===== config.mk =====
export PLATFORM = sky130hd
export DESIGN_NAME = mcpu_control_fsm
export DESIGN_NICKNAME = d
export VERILOG_FILES = /design/src/rtl/mcpu_control_fsm.sv
export SDC_FILE = /design/constraint.sdc
export NUM_CORES = 1
export LEC_CHECK = 0
export CAP_MARGIN = 15
export CORE_MARGIN = 2
export CORE_UTILIZATION = 41
export CTS_BUF_LIST = sky130_fd_sc_hd__clkbuf_16
export CTS_CLUSTER_SIZE = 28
export DETAILED_ROUTE_END_ITERATION = 12
export PLACE_DENSITY = 0.92
export SYNTH_ARGS = -nofsm -noshare
export SYNTH_HDL_FRONTEND = slang
export SYNTH_SLANG_ARGS = --single-unit

===== constraint.sdc =====
create_clock -name clk -period 2 [get_ports clk]
set_clock_uncertainty 0.05 [all_clocks]
set_input_delay 0.4 -clock clk [delete_from_list [all_inputs] [get_ports clk]]
set_output_delay 0.4 -clock clk [all_outputs]
set_load 0.005 [all_outputs]

===== src/rtl/mcpu_control_fsm.sv =====
// mcpu_control_fsm: multi-cycle main controller for the MCPU datapath.
// Sequences fetch/decode/execute/memory/writeback and drives every datapath
// write enable and mux select. Stalls on mem_ready, halts on illegal opcodes
// or on a memory wait that exceeds WAIT_LIMIT cycles (0 = never time out).
module mcpu_control_fsm #(
  parameter int WAIT_LIMIT = 16
) (
  input  logic        clk,
  input  logic        reset,
  input  logic [31:0] instr,
  input  logic        alu_zero,
  input  logic        mem_ready,
  output logic        pc_we,
  output logic        ir_we,
  output logic        mem_we,
  output logic        reg_we,
  output logic        a_we,
  output logic        b_we,
  output logic        save_we,
  output logic        mem_in,
  output logic        dst,
  output logic        reg_in,
  output logic        jal,
  output logic [1:0]  alu_src_a,
  output logic [1:0]  alu_src_b,
  output logic [1:0]  pc_src,
  output logic [2:0]  alu_op,
  output logic        halted,
  output logic        timeout,
  output logic [3:0]  state
);

  typedef enum logic [3:0] {
    FETCH   = 4'd0,  DECODE = 4'd1,  MEMADDR = 4'd2,  MEMRD = 4'd3,
    MEMWB   = 4'd4,  MEMWR  = 4'd5,  RALU    = 4'd6,  IALU  = 4'd7,
    ALUWB   = 4'd8,  BRTGT  = 4'd9,  BRCMP   = 4'd10, JUMP  = 4'd11,
    JAL_S   = 4'd12, JR1    = 4'd13, JR2     = 4'd14, HALT  = 4'd15
  } state_e;

  localparam logic [5:0] OP_RTYPE = 6'h00;
  localparam logic [5:0] OP_J     = 6'h02;
  localparam logic [5:0] OP_JAL   = 6'h03;
  localparam logic [5:0] OP_BEQ   = 6'h04;
  localparam logic [5:0] OP_BNE   = 6'h05;
  localparam logic [5:0] OP_ADDI  = 6'h08;
  localparam logic [5:0] OP_XORI  = 6'h0E;
  localparam logic [5:0] OP_LW    = 6'h23;
  localparam logic [5:0] OP_SW    = 6'h2B;

  localparam logic [5:0] FN_JR  = 6'h08;
  localparam logic [5:0] FN_ADD = 6'h20;
  localparam logic [5:0] FN_SUB = 6'h22;
  localparam logic [5:0] FN_XOR = 6'h26;
  localparam logic [5:0] FN_SLT = 6'h2A;

  localparam logic [2:0] ALU_ADD = 3'd0;
  localparam logic [2:0] ALU_SUB = 3'd1;
  localparam logic [2:0] ALU_XOR = 3'd2;
  localparam logic [2:0] ALU_SLT = 3'd3;

  localparam logic [1:0] A_PC   = 2'd0;
  localparam logic [1:0] A_REG  = 2'd1;
  localparam logic [1:0] B_IMM2 = 2'd0;
  localparam logic [1:0] B_IMM  = 2'd1;
  localparam logic [1:0] B_REG  = 2'd2;
  localparam logic [1:0] B_FOUR = 2'd3;

  localparam logic [1:0] PC_JUMP  = 2'd1;
  localparam logic [1:0] PC_SAVED = 2'd2;
  localparam logic [1:0] PC_ALU   = 2'd3;

  // Counter is wide enough to hold WAIT_LIMIT; it saturates at all-ones.
  localparam int          CW       = (WAIT_LIMIT > 1) ? $clog2(WAIT_LIMIT + 1) : 1;
  localparam logic [CW-1:0] CNT_MAX = {CW{1'b1}};
  localparam logic [CW-1:0] LIMIT_C = CW'(WAIT_LIMIT);
  localparam bit          LIMIT_EN = (WAIT_LIMIT != 0);

  // R-type funct decode: returns {legal, alu_op}.
  function automatic logic [3:0] rtype_decode(input logic [5:0] f);
    logic [3:0] r;
    case (f)
      FN_ADD:  r = {1'b1, ALU_ADD};
      FN_SUB:  r = {1'b1, ALU_SUB};
      FN_XOR:  r = {1'b1, ALU_XOR};
      FN_SLT:  r = {1'b1, ALU_SLT};
      default: r = {1'b0, ALU_ADD};
    endcase
    return r;
  endfunction

  state_e          state_r, state_next_s;
  logic [CW-1:0]   wait_cnt_r, wait_cnt_next_s, cnt_inc_s;
  logic            timeout_r, timeout_next_s;
  logic [5:0]      opcode_s, funct_s;
  logic [3:0]      rdec_s;
  logic            wait_state_s, limit_hit_s;
  logic            pc_we_s, ir_we_s, mem_we_s, reg_we_s, a_we_s, b_we_s, save_we_s;
  logic            unused_instr_s;

  assign opcode_s       = instr[31:26];
  assign funct_s        = instr[5:0];
  assign rdec_s         = rtype_decode(funct_s);
  assign unused_instr_s = ^instr[25:6];

  assign wait_state_s = (state_r == FETCH) || (state_r == MEMRD) || (state_r == MEMWR);
  assign cnt_inc_s    = (wait_cnt_r == CNT_MAX) ? wait_cnt_r : (wait_cnt_r + {{(CW-1){1'b0}}, 1'b1});
  assign limit_hit_s  = LIMIT_EN && wait_state_s && !mem_ready && (cnt_inc_s >= LIMIT_C);

  // State, wait counter and timeout flag registers
  always_ff @(posedge clk or negedge reset) begin
    if (!reset) begin
      state_r    <= FETCH;
      wait_cnt_r <= {CW{1'b0}};
      timeout_r  <= 1'b0;
    end else begin
      state_r    <= state_next_s;
      wait_cnt_r <= wait_cnt_next_s;
      timeout_r  <= timeout_next_s;
    end
  end

  // Next-state selection, wait counting and timeout capture
  always_comb begin
    state_next_s    = state_r;
    timeout_next_s  = timeout_r;
    if (wait_state_s && !mem_ready) begin
      wait_cnt_next_s = cnt_inc_s;
    end else begin
      wait_cnt_next_s = {CW{1'b0}};
    end
    case (state_r)
      FETCH, MEMRD, MEMWR: begin
        if (limit_hit_s) begin
          state_next_s   = HALT;
          timeout_next_s = 1'b1;
        end else if (mem_ready) begin
          if (state_r == FETCH) begin
            state_next_s = DECODE;
          end else if (state_r == MEMRD) begin
            state_next_s = MEMWB;
          end else begin
            state_next_s = FETCH;
          end
        end else begin
          state_next_s = state_r;
        end
      end
      DECODE: begin
        case (opcode_s)
          OP_LW, OP_SW:     state_next_s = MEMADDR;
          OP_RTYPE: begin
            if (funct_s == FN_JR) begin
              state_next_s = JR1;
            end else begin
              state_next_s = RALU;
            end
          end
          OP_ADDI, OP_XORI: state_next_s = IALU;
          OP_BEQ, OP_BNE:   state_next_s = BRTGT;
          OP_J:             state_next_s = JUMP;
          OP_JAL:           state_next_s = JAL_S;
          default:          state_next_s = HALT;
        endcase
      end
      MEMADDR: begin
        if (opcode_s == OP_LW) begin
          state_next_s = MEMRD;
        end else begin
          state_next_s = MEMWR;
        end
      end
      RALU: begin
        if (rdec_s[3]) begin
          state_next_s = ALUWB;
        end else begin
          state_next_s = HALT;
        end
      end
      IALU:    state_next_s = ALUWB;
      BRTGT:   state_next_s = BRCMP;
      JR1:     state_next_s = JR2;
      MEMWB, ALUWB, BRCMP, JUMP, JAL_S, JR2: state_next_s = FETCH;
      HALT:    state_next_s = HALT;
      default: state_next_s = HALT;
    endcase
  end

  // Moore output decode, qualified by mem_ready, alu_zero and instr where needed
  always_comb begin
    pc_we_s   = 1'b0;
    ir_we_s   = 1'b0;
    mem_we_s  = 1'b0;
    reg_we_s  = 1'b0;
    a_we_s    = 1'b0;
    b_we_s    = 1'b0;
    save_we_s = 1'b0;
    mem_in    = 1'b0;
    dst       = 1'b0;
    reg_in    = 1'b0;
    jal       = 1'b0;
    alu_src_a = A_PC;
    alu_src_b = B_IMM2;
    pc_src    = 2'd0;
    alu_op    = ALU_ADD;
    case (state_r)
      FETCH: begin
        alu_src_b = B_FOUR;
        if (mem_ready) begin
          ir_we_s   = 1'b1;
          save_we_s = 1'b1;
        end else begin
          ir_we_s   = 1'b0;
          save_we_s = 1'b0;
        end
      end
      DECODE: begin
        alu_src_b = B_FOUR;
        pc_we_s   = 1'b1;
        pc_src    = PC_SAVED;
        a_we_s    = 1'b1;
        b_we_s    = 1'b1;
      end
      MEMADDR: begin
        alu_src_a = A_REG;
        alu_src_b = B_IMM;
      end
      MEMRD: begin
        alu_src_a = A_REG;
        alu_src_b = B_IMM;
        mem_in    = 1'b1;
      end
      MEMWR: begin
        alu_src_a = A_REG;
        alu_src_b = B_IMM;
        mem_in    = 1'b1;
        mem_we_s  = 1'b1;
      end
      MEMWB: begin
        reg_we_s = 1'b1;
        dst      = 1'b1;
      end
      RALU: begin
        alu_src_a = A_REG;
        alu_src_b = B_REG;
        alu_op    = rdec_s[2:0];
      end
      IALU: begin
        alu_src_a = A_REG;
        alu_src_b = B_IMM;
        if (opcode_s == OP_XORI) begin
          alu_op = ALU_XOR;
        end else begin
          alu_op = ALU_ADD;
        end
      end
      ALUWB: begin
        reg_we_s = 1'b1;
        reg_in   = 1'b1;
        dst      = (opcode_s != OP_RTYPE);
      end
      BRTGT: begin
        alu_src_b = B_IMM2;
      end
      BRCMP: begin
        alu_src_a = A_REG;
        alu_src_b = B_REG;
        alu_op    = ALU_SUB;
        pc_src    = PC_ALU;
        if (opcode_s == OP_BEQ) begin
          pc_we_s = alu_zero;
        end else begin
          pc_we_s = !alu_zero;
        end
      end
      JUMP: begin
        pc_we_s = 1'b1;
        pc_src  = PC_JUMP;
      end
      JAL_S: begin
        reg_we_s = 1'b1;
        reg_in   = 1'b1;
        jal      = 1'b1;
        pc_we_s  = 1'b1;
        pc_src   = PC_JUMP;
      end
      JR1: begin
        alu_src_a = A_REG;
        alu_src_b = B_REG;
      end
      JR2: begin
        pc_we_s = 1'b1;
        pc_src  = PC_ALU;
      end
      default: begin
        pc_we_s = 1'b0;
      end
    endcase
  end

  // Write enables are forced off while reset is held, even in FETCH.
  assign pc_we   = pc_we_s   & reset;
  assign ir_we   = ir_we_s   & reset;
  assign mem_we  = mem_we_s  & reset;
  assign reg_we  = reg_we_s  & reset;
  assign a_we    = a_we_s    & reset;
  assign b_we    = b_we_s    & reset;
  assign save_we = save_we_s & reset;

  assign halted  = (state_r == HALT);
  assign timeout = timeout_r;
  assign state   = state_r;

endmodule


[Word-level counts from Yosys, hierarchy flattened]
Cells that the tools add are included.
Operators by class
  add/subtract/negate cells: 1
  multipliers: 0
  divide/modulo/power cells: 0
  magnitude comparators: 1
  eq/ne operators: 30
  shift-type cells: 0
  muxes and demuxes: 28
  bitwise logic cells: 5
  reduce and logical (&&, ||, !) cells: 25
Operators with widths (number)
  == test 6 bit, second input constant: 6
  one-hot mux 4 bit (9 select lines): 1
  == test 4 bit, second input constant: 8
  one-hot mux 4 bit (6 select lines): 1
  == test 6 x 4 -> 1 bit, second input constant: 3
  == test 4 x 3 -> 1 bit, second input constant: 4
  one-hot mux 4 bit (4 select lines): 1
  OR reduction 2 bit: 8
  == test 6 x 2 -> 1 bit, second input constant: 2
  == test 6 x 3 -> 1 bit, second input constant: 2
  2-to-1 mux 3 bit: 4
  2-to-1 mux 4 bit: 3
  one-hot mux 2 bit (3 select lines): 2
  2-to-1 mux 1 bit: 10
  2-to-1 mux 5 bit: 2
  one-hot mux 3 bit (3 select lines): 1
  OR reduction 3 bit: 3
  == test 4 x 2 -> 1 bit, second input constant: 2
  OR reduction 4 bit: 2
  OR reduction 7 bit: 1
  zero test 6 bit: 1
  nonzero test 6 bit: 1
  OR reduction 6 bit: 1
  adder 5 x 1 -> 5 bit, second input constant: 1
  12 further kinds: 20
Word-level totals
  register bits: 10
  latch bits: 0
  bits in writable memories: 0
  ROM bits: 0
  bits of input ports: 36
  output and inout bits: 26
  memories: 0

[Logic depth before layout (Yosys ltp)]
  depth in word-level cells: 7
  gate-level depth with buffers: 7
  depth with buffers taken out: 6

[Worst setup path before layout]
No wires, ideal clock.
  path type: register to output
  start: reg state_r[2] (netlist: state[2])
  end: out alu_op[1]
  data arrival time: 1383 ps
  data required time: 1550 ps
  path slack: 167 ps
  cell stages (with the launch flop): 7
  buffers on the path: 1
  path through: dfrtp_1 > buf_6 > inv_1 > nor2_1 > nand4_1 > or3_1 > o21ai_0
Between the ends
  cells in the longest elaborated chain, start to end: 2
  elaborated cells between the ends (all ways): 4
  those cells by class: 3 x eq/ne; 1 x mux
RTL lines
  start, declared: line 91  | state_e state_r, state_next_s;
  start signal, assigned: line 116  | state_r <= state_next_s;
  == test 4 bit or == test 4 x 3 -> 1 bit (tied branches): line 205  | case (state_r)
  one-hot mux 3 bit (3 select lines) (*): line 205
  end, declared: line 27  | output logic [2:0] alu_op,
Every way passes the cells marked *; elsewhere a longest branch is shown, timed or not.

[Worst setup path after layout]
  start: reg state_r[3] (netlist: state[3])
  end: out alu_op[1]
Same word-level chain as after synthesis.

==> impl_metrics.json <==
{
  "synth.avg_cell_area_um2": 7.21,
  "power.internal_mw": 1.62,
  "cts_root_buf": "clkbuf_16",
  "nets": 296,
  "outcome": "finished, violations left",
  "clkSinkCount": 10,
  "synth.yosys.seq_area_share_pct": 20.1,
  "endpoint_kind": "output pin",
  "layout_common_cells": "49 x buf_4, 17 x nor2_1, 15 x nand2_1",
  "path_cells": "buf_6, nor2_4, nand4_1, or3_1, o21ai_1, buf_2",
  "fin_tns_setup_ns": -0.0653,
  "p_seq_share_pct": 11.0,
  "post-route-worst-setup-slack_ns": -0.0653,
  "hold_path.class": "input pin to async pin",
  "initialDrtViolationCount": 117,
  "ys_warn_count": 0,
  "placed_area_um2": 1880,
  "vias": 1767,
  "grt.met2_usage_pct": 49.0,
  "post-route-drc-count": 0,
  "ir_worst_vdd_v": 0.000476,
  "synthCells": 173,
  "synth_edf_count": 0,
  "synthMuxAreaShare_pct": 0.802,
  "use_met1_pct": 33.6,
  "synth_compound_area_share_pct": 25.3,
  "violations": "setup timing",
  "synth_fa_ha_area_share_pct": 1.00,
  "reg2reg_setup_slack_ns": 0.06,
  "die_x_um": 59.2,
  "cts.htree.levels": 1,
  "grt_pass1_vias": 1647,
  "multiInputGateArea_um2": 1000,
  "die_y_um": 59.2,
  "cap_violations": 0,
  "hold_buffers": 0,
  "cts_buffers": 3,
  "cpMaxStageDelayCell": "dfrtp_1",
  "ys_types": 52,
  "globalRoute.busiestLayer": "met2",
  "period_share_pct": 103,
  "swShare_pct": 44.3,
  "synth-xor-area-share_pct": 4.91,
  "diodes": 0,
  "grt_pass1_wl_um": 7570,
  "clkTransAtPathRegs_ns": 0.04,
  "cts_tree": "yes",
  "layout-drive-gt1-share_pct": 42.6,
  "pwr-share-comb_pct": 76.3,
  "grt_max_degree": 13,
  "power.density_nw_per_um2": 1340,
  "utilization_pct": 72.9,
  "cp-start-kind": "flop",
  "io_buffers": 39,
  "wl_um": 5000,
  "start_util_pct": 41.9,
  "firstDrtPassIters": 5,
  "ys_seq_elements": 10,
  "switching_power_mw": 1.29,
  "use_met3_pct": 4.37,
  "wl_per_cell_um": 17.2,
  "num_rows": 20,
  "power_leakage_nw": 1.01,
  "layout_min_cycle_time_ns": 2.07,
  "critPathMaxFanout": 2,
  "setup_viol": 1,
  "max_stage_delay_ns": 0.40,
  "synth_ff_type": "dfrtp_1",
  "clk_latency_ns": 0.24,
  "fill_cells": 199,
  "synth_area_um2": 1250,
  "grt_usage_pct": 28.4,
  "cts_buffer_depth": 2,
  "gr-total-overflow": 0,
  "synth_top_family_by_area": "simple AND/OR/NAND/NOR gates",
  "dieArea_um2": 3500,
  "seq_area_um2": 251,
  "required_ns": 1.55,
  "core-area_um2": 2980,
  "clockPowerShare_pct": 12.7,
  "fin_area_um2": 2170,
  "ant_nets": 0,
  "max_freq_mhz": 484,
  "cp.arrival_ns": 1.62,
  "syn_to_final_growth_pct": 73.9,
  "async_flop_share_pct": 100,
  "yosys.area_share.simple_pct": 35.8,
  "antenna_found_initial": 0,
  "path_class": "flop to output pin",
  "final_common_cell": "buf_4",
  "via_per_inst": 6.07,
  "ios": 62,
  "maxSlewViolCount": 0,
  "hpwlAfterDp_um": 2900,
  "hold_violations": 0,
  "rsz0062_at_grt": "yes",
  "gp_congestion": 0.913
}
-- cell type report --
class                           instances  share of cell area (%)
Sequential cell                        10                    11.6
Clock buffer                            3                    3.46
Timing Repair Buffer                   97                    36.1
Tap cell                               33                    1.90
Multi-Input combinational cell        144                    46.1
Clock inverter                          1                   0.173
Inverter                                3                   0.634
-- through the flow --
step	hold slack (ns)	std cells	setup slack (ns)	power [mW]
2_1_floorplan	0.0544	174	0.167	1.26
3_3_place_gp	0.399	273	-0.681	2.01
3_5_place_dp	0.407	273	-0.790	2.05
4_1_cts	0.386	290	-0.0570	2.66
5_1_grt	0.396	291	-0.0807	3.06
6_report	0.381	291	-0.0653	2.91
-- kinds of logic after synthesis --
family,after synthesis
AOI/OAI and AO/OA,47
xor gates and xnor gates,7
adders and majority gates,1
buffers and inverters,20
DFF,10
muxes,1
other,1
and+or+nand+nor,86
-- layer usage --
metal,vias to the layer above,wire [um]
met5,-,0
met4,0,291
met3,39,349
met2,124,2500
met1,806,1860
li1,798,-
-- power groups by stage --
| stage | logic, mW | clock network (mW) | registers (mW) |
|---|---|---|---|
| 2_1_floorplan | 0.956 | 0 | 0.308 |
| 3_3_place_gp | 1.70 | 0 | 0.309 |
| 3_5_place_dp | 1.74 | 0 | 0.313 |
| 4_1_cts | 1.97 | 0.362 | 0.323 |
| 5_1_grt | 2.36 | 0.374 | 0.325 |
| 6_report | 2.22 | 0.371 | 0.321 |
-- what timing repair did --
item	in CTS	in global routing
pin swaps	11	16
gates resized for setup	72	47
setup endpoints to repair	21	17
setup buffers	13	2
-- cells in the mapped netlist (all sizes together), types with 2 or more instances --
master | n | area share [%]
xnor2 | 6 | 4.2
nand4 | 4 | 2.0
or2 | 2 | 1.0
nand2 | 15 | 4.5
or2b | 2 | 1.2
buf | 16 | 11
o21ai | 10 | 4.0
a31oi | 4 | 2.0
nor2 | 27 | 8.3
and3 | 2 | 1.0
a21boi | 3 | 1.8
or3 | 3 | 1.5
a21oi | 10 | 4.0
inv | 2 | 0.60
nand3 | 4 | 1.6
a31o | 2 | 1.4
o22ai | 2 | 1.0
o211ai | 3 | 1.8
a2111oi | 2 | 1.4
nor2b | 3 | 1.5
or3b | 2 | 1.4
nand2b | 4 | 2.0
dfrtp | 10 | 20
nor3 | 13 | 6.0
-- state kept, by name, indices dropped and copies added, names as in the netlist --
register	flops
wait_cnt_r	5
timeout	1
state	4
-- path summary, 6_finish.rpt --
kind                       cells past startpoint     start            end
max reg2reg                                    7  state[3]       state[0]
min reg2reg                                    1   timeout        timeout
min in group clk                               1   timeout        timeout
max in group asynchronous                      4     reset  wait_cnt_r[3]
max                                            6  state[3]      alu_op[1]
min                                            2     reset       state[3]
-- critical path: cells and delay by family, from the launching register on --
family,cells,cell delay (ns)
simple gates,3,0.61
flops,1,0.40
buf+inv,2,0.26
compound gates,1,0.09
No activity file was read; power rests on OpenSTA's default activity.
